File: config.mk
export PLATFORM = sky130hd
export DESIGN_NAME = mem_db_ctrl
export DESIGN_NICKNAME = d
export VERILOG_FILES = /design/src/rtl/mem_db_ctrl.sv
export SDC_FILE = /design/constraint.sdc
export NUM_CORES = 1
export LEC_CHECK = 0
export ABC_AREA = 1
export BUFFER_PORTS_ARGS = -buffer_cell sky130_fd_sc_hd__buf_2
export CELL_PAD_IN_SITES_DETAIL_PLACEMENT = 1
export CELL_PAD_IN_SITES_GLOBAL_PLACEMENT = 1
export CORE_UTILIZATION = 38
export CTS_BUF_LIST = sky130_fd_sc_hd__clkbuf_16
export CTS_CLUSTER_DIAMETER = 120
export DETAILED_ROUTE_END_ITERATION = 6
export HOLD_SLACK_MARGIN = 0.02
export PLACE_DENSITY = 0.95
export RECOVER_POWER = 100
export SYNTH_ARGS = -nofsm -noshare
export SYNTH_HDL_FRONTEND = slang
export SYNTH_SLANG_ARGS = --single-unit
File: constraint.sdc
create_clock -name clk -period 9.75 [get_ports clk]
set_clock_uncertainty 0.1 [all_clocks]
set_input_delay 0.4875 -clock clk [delete_from_list [all_inputs] [get_ports clk]]
set_output_delay 0.4875 -clock clk [all_outputs]
set_load 0.01 [all_outputs]
File: src/rtl/mem_db_ctrl.sv
// Ping-pong controller for the mem_db double-buffered RAM. It fills the write bank from a
// valid/ready stream, swaps banks per tile and drains the read bank through a 2-entry skid FIFO.
module mem_db_ctrl #(
    parameter int DATA_BIT = 64,
    parameter int DEPTH    = 1024,
    parameter int ADDR_BIT = $clog2(DEPTH),
    parameter int TILE_LEN = DEPTH
) (
    input  logic                clk,
    input  logic                rst,
    input  logic                in_valid,
    output logic                in_ready,
    input  logic [DATA_BIT-1:0] in_data,
    output logic                out_valid,
    input  logic                out_ready,
    output logic [DATA_BIT-1:0] out_data,
    output logic                out_last,
    output logic                mem_sw,
    output logic [ADDR_BIT-1:0] mem_waddr,
    output logic                mem_wen,
    output logic [DATA_BIT-1:0] mem_wdata,
    output logic [ADDR_BIT-1:0] mem_raddr,
    output logic                mem_ren,
    input  logic [DATA_BIT-1:0] mem_rdata
);

    localparam logic [ADDR_BIT-1:0] LAST_IDX = ADDR_BIT'(TILE_LEN - 1);

    logic                r_sw;
    logic [ADDR_BIT-1:0] r_wcnt;
    logic [ADDR_BIT-1:0] r_rcnt;
    logic                r_wr_full;
    logic                r_rd_busy;
    logic                r_inflight;
    logic                r_inflight_last;
    logic [1:0]          r_skid_cnt;
    logic [1:0]          r_skid_last;
    logic [DATA_BIT-1:0] r_skid_data [2];

    logic                w_wr_acc;
    logic                w_wr_last;
    logic                w_pop;
    logic [2:0]          w_occ;
    logic                w_ren;
    logic                w_last_ren;
    logic                w_swap;
    logic [1:0]          w_nxt_cnt;
    logic [1:0]          w_nxt_last;
    logic [DATA_BIT-1:0] w_nxt_data [2];

    assign w_wr_acc   = in_valid & ~r_wr_full;
    assign w_wr_last  = w_wr_acc & (r_wcnt == LAST_IDX);
    assign w_pop      = (r_skid_cnt != 2'd0) & out_ready;

    // Words already owed to the FIFO (buffered + in flight) after this cycle's pop; keeping
    // this below 2 before issuing guarantees the skid FIFO can never overflow.
    assign w_occ      = {1'b0, r_skid_cnt} + {2'b00, r_inflight} - {2'b00, w_pop};
    assign w_ren      = r_rd_busy & (w_occ < 3'd2);
    assign w_last_ren = w_ren & (r_rcnt == LAST_IDX);

    // A swap on the final read of the old bank is safe: this cycle's read still uses the old sw.
    assign w_swap     = r_wr_full & (~r_rd_busy | w_last_ren);

    assign in_ready   = ~r_wr_full;
    assign mem_wen    = w_wr_acc;
    assign mem_waddr  = r_wcnt;
    assign mem_wdata  = in_data;
    assign mem_ren    = w_ren;
    assign mem_raddr  = r_rcnt;
    assign mem_sw     = r_sw;
    assign out_valid  = (r_skid_cnt != 2'd0);
    assign out_data   = r_skid_data[0];
    assign out_last   = out_valid & r_skid_last[0];

    // NOTE: every variable gets a default at the top of the block so no path leaves one
    // unassigned, which would otherwise infer a latch.
    always_comb begin
        w_nxt_data = r_skid_data;
        w_nxt_last = r_skid_last;
        w_nxt_cnt  = r_skid_cnt;
        if (w_pop) begin
            w_nxt_data[0] = r_skid_data[1];
            w_nxt_last[0] = r_skid_last[1];
            w_nxt_cnt     = r_skid_cnt - 2'd1;
        end
        if (r_inflight) begin
            w_nxt_data[w_nxt_cnt[0]] = mem_rdata;
            w_nxt_last[w_nxt_cnt[0]] = r_inflight_last;
            w_nxt_cnt                = w_nxt_cnt + 2'd1;
        end
    end

    // NOTE: state registers use non-blocking assignments so every register samples the
    // pre-edge values regardless of block evaluation order.
    always_ff @(posedge clk or posedge rst) begin
        if (rst) begin
            r_sw            <= 1'b0;
            r_wcnt          <= '0;
            r_rcnt          <= '0;
            r_wr_full       <= 1'b0;
            r_rd_busy       <= 1'b0;
            r_inflight      <= 1'b0;
            r_inflight_last <= 1'b0;
            r_skid_cnt      <= 2'd0;
            r_skid_last     <= 2'b00;
        end else begin
            if (w_wr_acc) begin
                r_wcnt <= w_wr_last ? '0 : r_wcnt + ADDR_BIT'(1);
            end
            if (w_ren) begin
                r_rcnt <= w_last_ren ? '0 : r_rcnt + ADDR_BIT'(1);
            end

            if (w_swap) begin
                r_sw      <= ~r_sw;
                r_wr_full <= 1'b0;
                r_rd_busy <= 1'b1;
            end else begin
                if (w_wr_last) begin
                    r_wr_full <= 1'b1;
                end
                if (w_last_ren) begin
                    r_rd_busy <= 1'b0;
                end
            end

            r_inflight      <= w_ren;
            r_inflight_last <= w_last_ren;
            r_skid_cnt      <= w_nxt_cnt;
            r_skid_last     <= w_nxt_last;
        end
    end

    // NOTE: the FIFO payload is not reset; the occupancy count alone decides validity,
    // so clearing wide data registers would buy nothing.
    always_ff @(posedge clk) begin
        r_skid_data <= w_nxt_data;
    end

endmodule

* Word level (Yosys, flattened, before mapping)
Index checks and enable logic that the tools add are counted.
** Storage, ports and cells
- Register bits :: 157
- Input port bits :: 132
- Output and inout port bits :: 154
- Word-level logic and storage cells :: 60
** Operators by class
- $add $sub $neg :: 6
- Order comparisons :: 5
- Eq/ne operators :: 2
- Muxes and demuxes :: 18
- Bitwise gates (word level) :: 12
- Reductions and logical operators :: 5
** Operators by type and width (number)
- $bwmux 128 :: 1
- $mux 128 :: 1
- $mux 64 :: 2
- $demux 64 s1 :: 1
- $add 10x1->10 const B :: 2
- $eq 10x10->1 const B :: 2
- $mux 10 :: 2
- $and 1x1->1 :: 7
- $mux 1 :: 7
- $reduce_bool 2->1 :: 3
- $mux 2 :: 2
- $add 2x1->3 :: 1
- $lt 3x2->1 const B :: 1
- $not 1->1 :: 3
- $sub 3x1->3 :: 1
- $add 2x1->2 const B :: 1
- $bwmux 2 :: 1
- $ge 2x2->1 const B :: 1
- $logic_and 1x1->1 :: 2
- $lt 1x2->1 const B :: 1
- $lt 2x1->1 const B :: 1
- $not 1->2 :: 1
- $sub 2x1->2 const B :: 1
- $demux 1 s1 :: 1
- 2 further kinds :: 2

* Logic depth before layout (Yosys ltp)
- Depth after elaboration :: 10
- Mapped depth :: 18
- Depth with buffers taken out :: 17

* Least setup slack after synthesis
OpenSTA, ideal clock, no wires.
- Path kind :: register -> output
- From :: register r_skid_cnt[1]
- To :: output port mem_ren
- Data arrival time :: 4.173 ns
- Required time :: 9.163 ns
- Slack :: 4.989 ns
- Cell stages (with the launch flop) :: 16
- Path buffers :: 1
- Cell sequence :: dfrtp_1 inv_2 ha_1 inv_2 nand2_2 inv_2 buf_2 ha_1 inv_1 ha_1 inv_1 fa_1 nand2_1 inv_1 nand3_4 inv_2
** Between the ends
- Longest elaborated chain between the ends :: 5
- Elaborated cells between the ends (all ways) :: 6
- Classes of those cells :: add/sub (2); order compare (1); bitwise (2); reduce/logical (1)
** Ends and longest elaborated chain
- start: declaration :: RTL line 36 : logic [1:0] r_skid_cnt;
- start signal: assignment :: RTL line 129 : r_skid_cnt <= w_nxt_cnt;
- $reduce_bool 2->1
- named net out_valid :: RTL line 14 : output logic out_valid,
- $and 1x1->1 :: RTL line 53 : assign w_pop = (r_skid_cnt != 2'd0) & out_ready;
- $sub 3x1->3 :: RTL line 57 : assign w_occ = {1'b0, r_skid_cnt} + {2'b00, r_inflight} - {2'b00, w_pop};
- $lt 3x2->1 :: RTL line 58 : assign w_ren = r_rd_busy & (w_occ < 3'd2);
- $and 1x1->1 :: RTL line 58
- end: declaration :: RTL line 23 : output logic mem_ren,
The timed path passes the listed nets, and every way through them passes these cells.

* Final worst setup path
- From :: register r_skid_cnt[1]
- To :: output port mem_ren
** Between the ends
- Longest elaborated chain between the ends :: 5
- Elaborated cells between the ends (all ways) :: 6
- Classes of those cells :: add/sub (2); order compare (1); bitwise (2); reduce/logical (1)
** Ends and longest elaborated chain (RTL line)
- parallel branches: the longest is 2 deep, another holds $add 2x1->3
- $sub 3x1->3 * :: 57
- $lt 3x2->1 * :: 58
- $and 1x1->1 * :: 58
Mark *: on every way between the ends.

==> impl_metrics.yaml <==
routing:
  drc_errors: 0
  avgRoutedWirePerCell_um: 16.0
  num_vias: 4840
  antenna_left: 0
  wl_mm: 16.0
  dr.pass1.iters: 4
  via_per_inst: 4.85
  drt_iter0_drc: 232
synth:
  synth_edf_count: 64
  post-synth-top-area-fraction_pct: 27.3
  avgSynthCellArea_sq_um: 9.60
  yosys.area.top_type: "edfxtp_1"
  synthTopCellsByArea: "edfxtp_1, dfxtp_1, buf_4"
  syn_nets: 870
  ys_seq_area_share_pct: 55.9
  netlist_instances: 732
  syn_area_sq_um: 7030
  synth_flop_cell: "edfxtp_1"
  yosysUniqueCellTypes: 31
  yosys_warnings: 0
  async_reset_ff_share_pct: 18.5
  ys_ff_latch: 157
die:
  die_x_um: 138
  ios: 286
  core.rowCount: 49
  initial_core_util_pct: 39.0
  dieArea_sq_um: 19000
  core_sq_um: 18000
  fp.dieH_um: 138
global_routing:
  grt_pass1_wl_mm: 26.2
  grt_pass1_vias: 5069
  grt_antenna_before_repair: 2
  globalRoute.totalOverflow: 0
  grt_max_degree: 131
  track_usage_pct: 17.2
sta:
  worst_pin_slew_ns: 3.10
  fmaxAchievable_mhz: 153
  tns_ns: 0
  maxSlewViolCount: 135
  fin_crit_sh_pct: 66.9
  hold_ws_ns: 0.160
  rsz0062_at_grt: "no"
  final.setup.worst_slack_ns: 3.22
  finalSetupViolCount: 0
  maxSlewHeadroom_pct: -107
  hold_violations: 0
  period_minus_slack_ns: 6.53
run_status:
  status: "complete, but fails checks"
  violations: "capacitance limit, slew limit"
min_path:
  hp-class: "in -> reg"
  hold_path_depth: 1
clocking:
  cts_max_level: 4
  clkLatencyLatePin_ns: 0.42
  cts_resized: 0
  cts_tree: "built"
  clk_path_buf_depth: 2
  clock-sinks: 157
  numCtsBuffers: 17
  post-cts-setup-buffers: 0
  clkTransAtPathRegs_ns: 0.07
  holdBufCountCts: 0
  cts_root_buf: "clkbuf_16"
finish:
  final_area_sq_um: 7390
  nets: 893
  syn_to_final_growth_pct: 5.14
  drive_gt1_share_pct: 7.16
placed_design:
  portBuffers: 157
  hpwl_mm: 10.5
  gp_congestion: 0.825
  place_ws_ns: 5.58
  place_area_sq_um: 7050
power:
  power_density_nw_per_um2: 336
  ir_drop_mv: 0.145
  power_mw: 2.48
  p_leak_nw: 3.02
setup_path:
  worstSetupEndpointType: "output pin"
  startpoint_type: "flip-flop"
  r2r_cells: 16
  worstPathMaxFanout: 66
  critPathKind: "reg -> out"
  arrival_ns: 5.94
  critPathRequiredTime_ns: 9.16
flow_run:
  cap_violations: 2
[layout make-up]
class / instances / area [sq um]
inverter: 29 / 109
fill: 2126 / 10600
multi-input combinational: 390 / 1870
clock buffer: 17 / 425
sequential: 157 / 3930
timing repair buffer: 160 / 624
antenna: 1 / 2.50
clock inverter: 15 / 146
tap: 229 / 287
[critical path: stages (launching register included)]
cell and delay (ns):
dfrtp_1 0.42, inv_1 0.12, ha_1 0.20, clkinv_1 0.09
nand2_1 0.09, inv_1 0.06, ha_1 0.32, inv_1 0.10
ha_1 2.26, inv_1 0.37, fa_1 0.67, nand2_1 0.05
inv_1 0.09, nand3_4 0.13, inv_1 0.32, clkbuf_1 0.20
[through the flow]
step | std cells | utilization (%)
after detailed placement | 965 | 39.1
final | 998 | 41.0
after global placement | 965 | 39.1
after global routing | 997 | 41.0
after floorplan | 732 | -
after CTS | 997 | 42.3
[placed cells by master, fill, tap and decap left out, types with 3 or more instances in the layout]
cell type / netlist / final
buf_2: 20 / 13
nand3_1: 13 / 13
clkinv_4: 0 / 3
clkbuf_16: 0 / 17
dfxtp_1: 64 / 64
ha_1: 5 / 5
nand2_1: 187 / 187
nor2_1: 83 / 84
xor2_1: 8 / 8
nand4_1: 3 / 3
xnor2_1: 5 / 5
a31oi_1: 66 / 66
clkbuf_1: 6 / 145
inv_6: 0 / 4
inv_1: 22 / 27
clkinv_1: 1 / 5
edfxtp_1: 64 / 64
dfrtp_1: 29 / 29
[cells in the mapped netlist (all sizes together) (6+ instances only)]
cell	instances
nand2	191
buf	150
nor2	87
a31oi	66
dfxtp	64
edfxtp	64
dfrtp	29
inv	28
nand3	16
xor2	8
clkbuf	6
[routing by layer]
metal | track usage (%) | part of all wire, %
met1 | 20.9 | 43
met2 | 28.3 | 48
met3 | 6.48 | 7.0
met4 | 5.15 | 1.3
met5 | 0 | 0.081
[final timing paths]
path                               start        endpoint  slack, ns
setup / recovery           r_skid_cnt[1]         mem_ren       3.22
hold / removal              mem_rdata[1]  r_skid_data[1]       0.16
setup reg to reg           r_skid_cnt[1]    mem_raddr[4]       3.94
hold reg to reg             out_data[23]    out_data[23]       0.38
max in group asynchronous            rst   r_skid_cnt[1]       8.64
min in group asynchronous            rst    mem_waddr[1]       0.24
[cells by family after synthesis]
family                   share of synthesized area, %
XOR/XNOR                                         1.62
AND/OR/NAND/NOR                                  17.8
AO/OA/AOI/OAI                                    6.35
buffers and inverters                            17.2
flip-flops                                       55.9
adder cells (fa/ha/maj)                          1.17
[flip-flops by register name, summed over array words and instances, names as in the netlist]
name,count
out_data,64
r_skid_data,64
mem_raddr,10
mem_waddr,10
r_skid_cnt,2
r_skid_last,2
mem_sw,1
r_inflight,1
r_inflight_last,1
r_rd_busy,1
r_wr_full,1
[where the power goes]
| part | leakage (nW) | internal [mW] | switching, mW | total (mW) |
|---|---|---|---|---|
| clock | 0.286 | 0.377 | 0.275 | 0.652 |
| combinational | 1.24 | 0.248 | 0.515 | 0.762 |
| sequential | 1.49 | 0.952 | 0.116 | 1.07 |
(Power assumes the default switching activity.)
